===== src/rtl/calc1_if.sv =====
// calc1_if: request/response bundle for the four calculator ports (MSB-first fields, declared descending)
interface calc1_if;
  logic [3:0]  req1_cmd_in, req2_cmd_in, req3_cmd_in, req4_cmd_in;
  logic [31:0] req1_data_in, req2_data_in, req3_data_in, req4_data_in;
  logic [31:0] out_data1, out_data2, out_data3, out_data4;
  logic [1:0]  out_resp1, out_resp2, out_resp3, out_resp4;
  modport master (
    output req1_cmd_in, req2_cmd_in, req3_cmd_in, req4_cmd_in,
    output req1_data_in, req2_data_in, req3_data_in, req4_data_in,
    input  out_data1, out_data2, out_data3, out_data4,
    input  out_resp1, out_resp2, out_resp3, out_resp4
  );
  modport slave (
    input  req1_cmd_in, req2_cmd_in, req3_cmd_in, req4_cmd_in,
    input  req1_data_in, req2_data_in, req3_data_in, req4_data_in,
    output out_data1, out_data2, out_data3, out_data4,
    output out_resp1, out_resp2, out_resp3, out_resp4
  );
endinterface


===== src/rtl/calc1_unit.sv =====
// calc1_unit: four independent two-operand add/sub/shift engines with registered one-cycle responses
module calc1_unit (
  input logic    c_clk,
  input logic    reset,
  calc1_if.slave bus
);
  typedef enum logic [1:0] {IDLE, OP2, RESP} state_t;
  logic [3:0]  w_cmd  [4];
  logic [31:0] w_data [4];
  assign w_cmd[0]  = bus.req1_cmd_in;
  assign w_cmd[1]  = bus.req2_cmd_in;
  assign w_cmd[2]  = bus.req3_cmd_in;
  assign w_cmd[3]  = bus.req4_cmd_in;
  assign w_data[0] = bus.req1_data_in;
  assign w_data[1] = bus.req2_data_in;
  assign w_data[2] = bus.req3_data_in;
  assign w_data[3] = bus.req4_data_in;
  // returns {resp, data}; errors always carry zero data
  function automatic logic [33:0] calc(input logic [3:0] c, input logic [31:0] a, input logic [31:0] b);
    logic [32:0] s;
    s = {1'b0, a} + {1'b0, b};
    return c == 4'd1 ? (s[32] ? {2'd2, 32'd0} : {2'd1, s[31:0]}) :
           c == 4'd2 ? (b > a ? {2'd2, 32'd0} : {2'd1, a - b}) :
           c == 4'd5 ? {2'd1, a << b[4:0]} :
           c == 4'd6 ? {2'd1, a >> b[4:0]} : {2'd2, 32'd0};
  endfunction
  for (genvar i = 0; i < 4; i++) begin : g_eng
    state_t      r_state;
    logic [3:0]  r_cmd;
    logic [31:0] r_op1;
    logic [1:0]  r_resp;
    logic [31:0] r_data;
    // engine: latch cmd/op1, then op2 and result; response lives one cycle and a new command may start as it ends
    always_ff @(posedge c_clk or negedge reset) begin
      if (!reset) begin
        r_state <= IDLE;
        r_cmd   <= '0;
        r_op1   <= '0;
        r_resp  <= '0;
        r_data  <= '0;
      end else begin
        r_resp <= '0;
        r_data <= '0;
        case (r_state)
          OP2: begin
            {r_resp, r_data} <= calc(r_cmd, r_op1, w_data[i]);
            r_state <= RESP;
          end
          default: begin
            r_cmd   <= w_cmd[i];
            r_op1   <= w_data[i];
            r_state <= w_cmd[i] != 4'd0 ? OP2 : IDLE;
          end
        endcase
      end
    end
  end
  assign bus.out_resp1 = g_eng[0].r_resp;
  assign bus.out_resp2 = g_eng[1].r_resp;
  assign bus.out_resp3 = g_eng[2].r_resp;
  assign bus.out_resp4 = g_eng[3].r_resp;
  assign bus.out_data1 = g_eng[0].r_data;
  assign bus.out_data2 = g_eng[1].r_data;
  assign bus.out_data3 = g_eng[2].r_data;
  assign bus.out_data4 = g_eng[3].r_data;
endmodule


===== src/flat_wrapper.sv =====
// flat-port wrapper written by rule: the top's interface ports become plain ports
module calc1_unit_flat 
  (c_clk, reset, bus_req1_cmd_in, bus_req2_cmd_in, bus_req3_cmd_in, bus_req4_cmd_in, bus_req1_data_in, bus_req2_data_in, bus_req3_data_in, bus_req4_data_in, bus_out_data1, bus_out_data2, bus_out_data3, bus_out_data4, bus_out_resp1, bus_out_resp2, bus_out_resp3, bus_out_resp4);
  calc1_if bus_i ();
  input logic c_clk;
  input logic reset;
  input wire logic [$bits(bus_i.req1_cmd_in)-1:0] bus_req1_cmd_in;
  input wire logic [$bits(bus_i.req2_cmd_in)-1:0] bus_req2_cmd_in;
  input wire logic [$bits(bus_i.req3_cmd_in)-1:0] bus_req3_cmd_in;
  input wire logic [$bits(bus_i.req4_cmd_in)-1:0] bus_req4_cmd_in;
  input wire logic [$bits(bus_i.req1_data_in)-1:0] bus_req1_data_in;
  input wire logic [$bits(bus_i.req2_data_in)-1:0] bus_req2_data_in;
  input wire logic [$bits(bus_i.req3_data_in)-1:0] bus_req3_data_in;
  input wire logic [$bits(bus_i.req4_data_in)-1:0] bus_req4_data_in;
  output wire logic [$bits(bus_i.out_data1)-1:0] bus_out_data1;
  output wire logic [$bits(bus_i.out_data2)-1:0] bus_out_data2;
  output wire logic [$bits(bus_i.out_data3)-1:0] bus_out_data3;
  output wire logic [$bits(bus_i.out_data4)-1:0] bus_out_data4;
  output wire logic [$bits(bus_i.out_resp1)-1:0] bus_out_resp1;
  output wire logic [$bits(bus_i.out_resp2)-1:0] bus_out_resp2;
  output wire logic [$bits(bus_i.out_resp3)-1:0] bus_out_resp3;
  output wire logic [$bits(bus_i.out_resp4)-1:0] bus_out_resp4;
  assign bus_i.req1_cmd_in = bus_req1_cmd_in;
  assign bus_i.req2_cmd_in = bus_req2_cmd_in;
  assign bus_i.req3_cmd_in = bus_req3_cmd_in;
  assign bus_i.req4_cmd_in = bus_req4_cmd_in;
  assign bus_i.req1_data_in = bus_req1_data_in;
  assign bus_i.req2_data_in = bus_req2_data_in;
  assign bus_i.req3_data_in = bus_req3_data_in;
  assign bus_i.req4_data_in = bus_req4_data_in;
  assign bus_out_data1 = bus_i.out_data1;
  assign bus_out_data2 = bus_i.out_data2;
  assign bus_out_data3 = bus_i.out_data3;
  assign bus_out_data4 = bus_i.out_data4;
  assign bus_out_resp1 = bus_i.out_resp1;
  assign bus_out_resp2 = bus_i.out_resp2;
  assign bus_out_resp3 = bus_i.out_resp3;
  assign bus_out_resp4 = bus_i.out_resp4;
  calc1_unit u_core (.c_clk(c_clk), .reset(reset), .bus(bus_i));
endmodule

===== config.mk =====
export PLATFORM = sky130hd
export DESIGN_NAME = calc1_unit_flat
export DESIGN_NICKNAME = d
export VERILOG_FILES = /design/src/rtl/calc1_if.sv /design/src/rtl/calc1_unit.sv /design/src/flat_wrapper.sv
export SDC_FILE = /design/constraint.sdc
export NUM_CORES = 2
export LEC_CHECK = 0
export BUFFER_PORTS_ARGS = -buffer_cell sky130_fd_sc_hd__buf_4
export CAP_MARGIN = 5
export CORE_MARGIN = 3
export CORE_UTILIZATION = 63
export DETAILED_ROUTE_END_ITERATION = 8
export PLACE_DENSITY = 0.83
export SLEW_MARGIN = 10
export SYNTH_ARGS = -nofsm -noshare
export SYNTH_HDL_FRONTEND = slang
export SYNTH_SLANG_ARGS = --single-unit

===== constraint.sdc =====
create_clock -name c_clk -period 4.56 [get_ports c_clk]
set_input_delay 0.456 -clock c_clk [delete_from_list [all_inputs] [get_ports c_clk]]
set_output_delay 0.456 -clock c_clk [all_outputs]
set_load 0.1 [all_outputs]

==> metrics.txt <==
maxcap violations=0; Core Area=between 50,000 and 60,000 sq um; clock sink total=around 290; antenna-violating nets left=0; placed inst area=39,400 sq um; slowest CP cell=ha_1; H-Tree Depth=2; largest net degree at the start of global routing=97; placement row count=88; die width=248 microns; outcome=finished clean; residual DRC count=0; Warnings, synthesis=0; fin crit period=4.13 ns; Startpoint Class=flip-flop; Hold WS=just under 0.09 ns; vias per inst=6.82; # Post-CTS Setup Buffers=0; CP max FO=13; Synth area leaders=dfrtp_1, ha_1, mux2i_1; Crit path largest cell delay=approximately 0.58 ns; Peak VDD IR=325 uV; Area growth, synth to finish=9.76%; Layout Nets=5,565; post-synth top area share=0.195; Synth Flop Type=dfrtp_1; syn avg cell area=between 7 and 8 sq um; Worst-Skew Late Latency=slightly below 0.6 ns; first-pass GRT wire length=around 210,000 microns; final RePlAce weighted congestion=roughly 1.1; setup violators final=0; clock slew at reported path FFs=0.06 ns; worst path bufs/invs=1; Pwr Total=roughly 12 mW; Worst Setup Path Type=flip-flop to flip-flop; fmax=around 240 MHz; arrival time at the worst endpoint=approximately 4.6 ns; P_leak=~18 nW; Num CTS Buffers=38; grt total ovfl=0; cell depth of the worst setup path=12; Mapped Area=37,000 sq um; vias in the first global route=between 30,000 and 40,000; setup_tns=0 ns; reg2reg path depth=12; drt total wl=about 140,000 microns; period utilization=0.906; Initial Util=0.640; delay-heaviest family, CP=compound AO/OA/AOI/OAI gates; die area=61,700 sq um; Design Area, Final=40,700 sq um; final hold vios=0; sequential fraction of the synthesis area=0.195; DR WL/cell=between 20 and 25 microns; HP Class=input port to flip-flop; First-pass DRT Iterations=7; initial antenna violation count=5; RSZ-0062 raised after global routing=no; Slew HR=0.145; cells along the critical path=ha_1 -> and3_1 -> nand3_1 -> nor3b_1 -> a21bo_2 -> a2111oi_4 -> o21ai_1 -> a21oi_2 -> and2_1 -> buf_4 -> a21oi_1 -> a211oi_1; input/output buffers=281; clk_skew=0.0272 ns; via count=slightly above 40,000; clock root buffer=clkbuf_16; cell taking the most area after synthesis=dfrtp_1; Worst Tran Pin Value=about 1.3 ns; EDFF count, synth=0; Critical Path RT=between 4 and 5 ns; crit end category=flip-flop; Final Slew Violations=0; First DRT Iteration DRCs=5,825; io pins=between 200 and 300; Post-Synthesis Cells=approximately 5,100; Longest Clk Path Bufs=3; Yosys reg bits=around 290; Die Ht=around 250 microns; Post-DP HPWL=106,000 microns; Post-synth ARST share=1.00; worst hold path depth=3; GRT Total Usage=0.423; PwrDens=~280 nW/um^2; synthesized net count=5,505; CTS tree=yes; share of cells above drive strength 1=0.119; synth unique cells=100
==> layer usage <==
metal / wire (microns) / track usage
met1: 54100 / 0.574
met3: 18100 / 0.110
met2: 59200 / 0.636
met4: 6920 / 0.185
met5: 37 / 0
==> layout by cell type, fill, tap and decap left out, drive strengths merged, types with 97 or more instances in the layout <==
master	n
dfrtp	288
nor2	624
xnor2	122
ha	264
nor3	97
a21oi	522
inv	269
nand2b	121
buf	383
mux2i	274
o21ai	551
nand2	446
==> cells by family after synthesis <==
group	after synthesis	synth area share
adder cells (fa/ha/maj)	272	0.0935
multiplexers	361	0.115
flip-flops	288	0.195
XOR/XNOR	145	0.0343
buffers and inverters	639	0.0686
AO/OA/AOI/OAI	1825	0.307
AND/OR/NAND/NOR	1557	0.187
==> final timing paths <==
check	slack, ns	end	start
worst max-delay path	0.43	u_core.bus.out_data2[27]	u_core.g_eng[1].r_op1[13]
worst min-delay path	0.09	u_core.g_eng[0].r_cmd[3]	bus_req1_cmd_in[3]
worst max register to register	0.43	u_core.bus.out_data2[27]	u_core.g_eng[1].r_op1[13]
worst min register to register	0.53	u_core.g_eng[1].r_cmd[1]	u_core.g_eng[1].r_cmd[1]
max in group asynchronous	2.95	u_core.bus.out_data3[6]	reset
min in group asynchronous	0.48	u_core.g_eng[3].r_op1[7]	reset
==> worst register-to-register path, stage by stage, from the launching register on <==
cell	delay, ns
dfrtp_1	0.51
ha_1	0.58
and3_1	0.26
nand3_1	0.16
nor3b_1	0.22
a21bo_2	0.29
a2111oi_4	0.43
o21ai_1	0.14
a21oi_2	0.27
and2_1	0.42
buf_4	0.26
a21oi_1	0.08
a211oi_1	0.38
==> synthesized netlist by cell type, drive strengths merged (21+ instances only) <==
cell / number
a2111oi: 25
a211oi: 93
a21o: 54
a21oi: 522
a221oi: 43
a22oi: 33
a31oi: 52
and2: 25
buf: 126
clkbuf: 238
dfrtp: 288
ha: 264
inv: 267
mux2: 40
mux2i: 274
mux4: 47
nand2: 446
nand2b: 121
nand3: 51
nand4: 21
nor2: 624
nor2b: 48
nor3: 97
nor4: 34
o211ai: 69
o21a: 26
o21ai: 551
o21bai: 61
o221ai: 33
o22ai: 80
o31ai: 37
or2: 26
or3: 27
xnor2: 122
xor2: 23
==> area by class of cell <==
cell class	instances	area, sq um
fill	5007	17300
sequential	288	7210
multi-input combinational	4160	27300
clock inverter	18	138
antenna	1	2.50
tap	765	957
timing repair buffer	384	2940
inverter	275	1030
clock buffer	49	1060
==> where the power goes <==
| group | internal, mW | total, mW | switching, mW | leakage (nW) |
|---|---|---|---|---|
| Combinational | 1.85 | 5.53 | 3.69 | 13.4 |
| Clock | 1.71 | 2.99 | 1.29 | 0.593 |
| Sequential | 2.73 | 3.02 | 0.289 | 3.61 |
==> metrics by stage <==
step,worst slack [ns],std cells,utilization
after floorplan,0.0635,5087,-
after global placement,0.410,5871,0.681
after detailed placement,0.452,5871,0.681
after CTS,0.513,5939,0.702
after global routing,0.282,5940,0.702
final,0.427,5940,0.702
==> flip-flops by register name (all words and copies together), names as in the netlist <==
register              count
u_core.bus.out_resp3      2
u_core.g_eng.r_op1      128
u_core.bus.out_data2     32
u_core.g_eng.r_state      8
u_core.bus.out_data1     32
u_core.bus.out_data3     32
u_core.bus.out_resp1      2
u_core.bus.out_data4     32
u_core.bus.out_resp4      2
u_core.bus.out_resp2      2
u_core.g_eng.r_cmd       16
==> what timing repair did <==
action                                  CTS  global route
hold buffers                              1             0
endpoints found under the hold margin    92             0
resized for setup                         0             0
endpoints found under the setup margin    0             0
(Power assumes the default switching activity.)
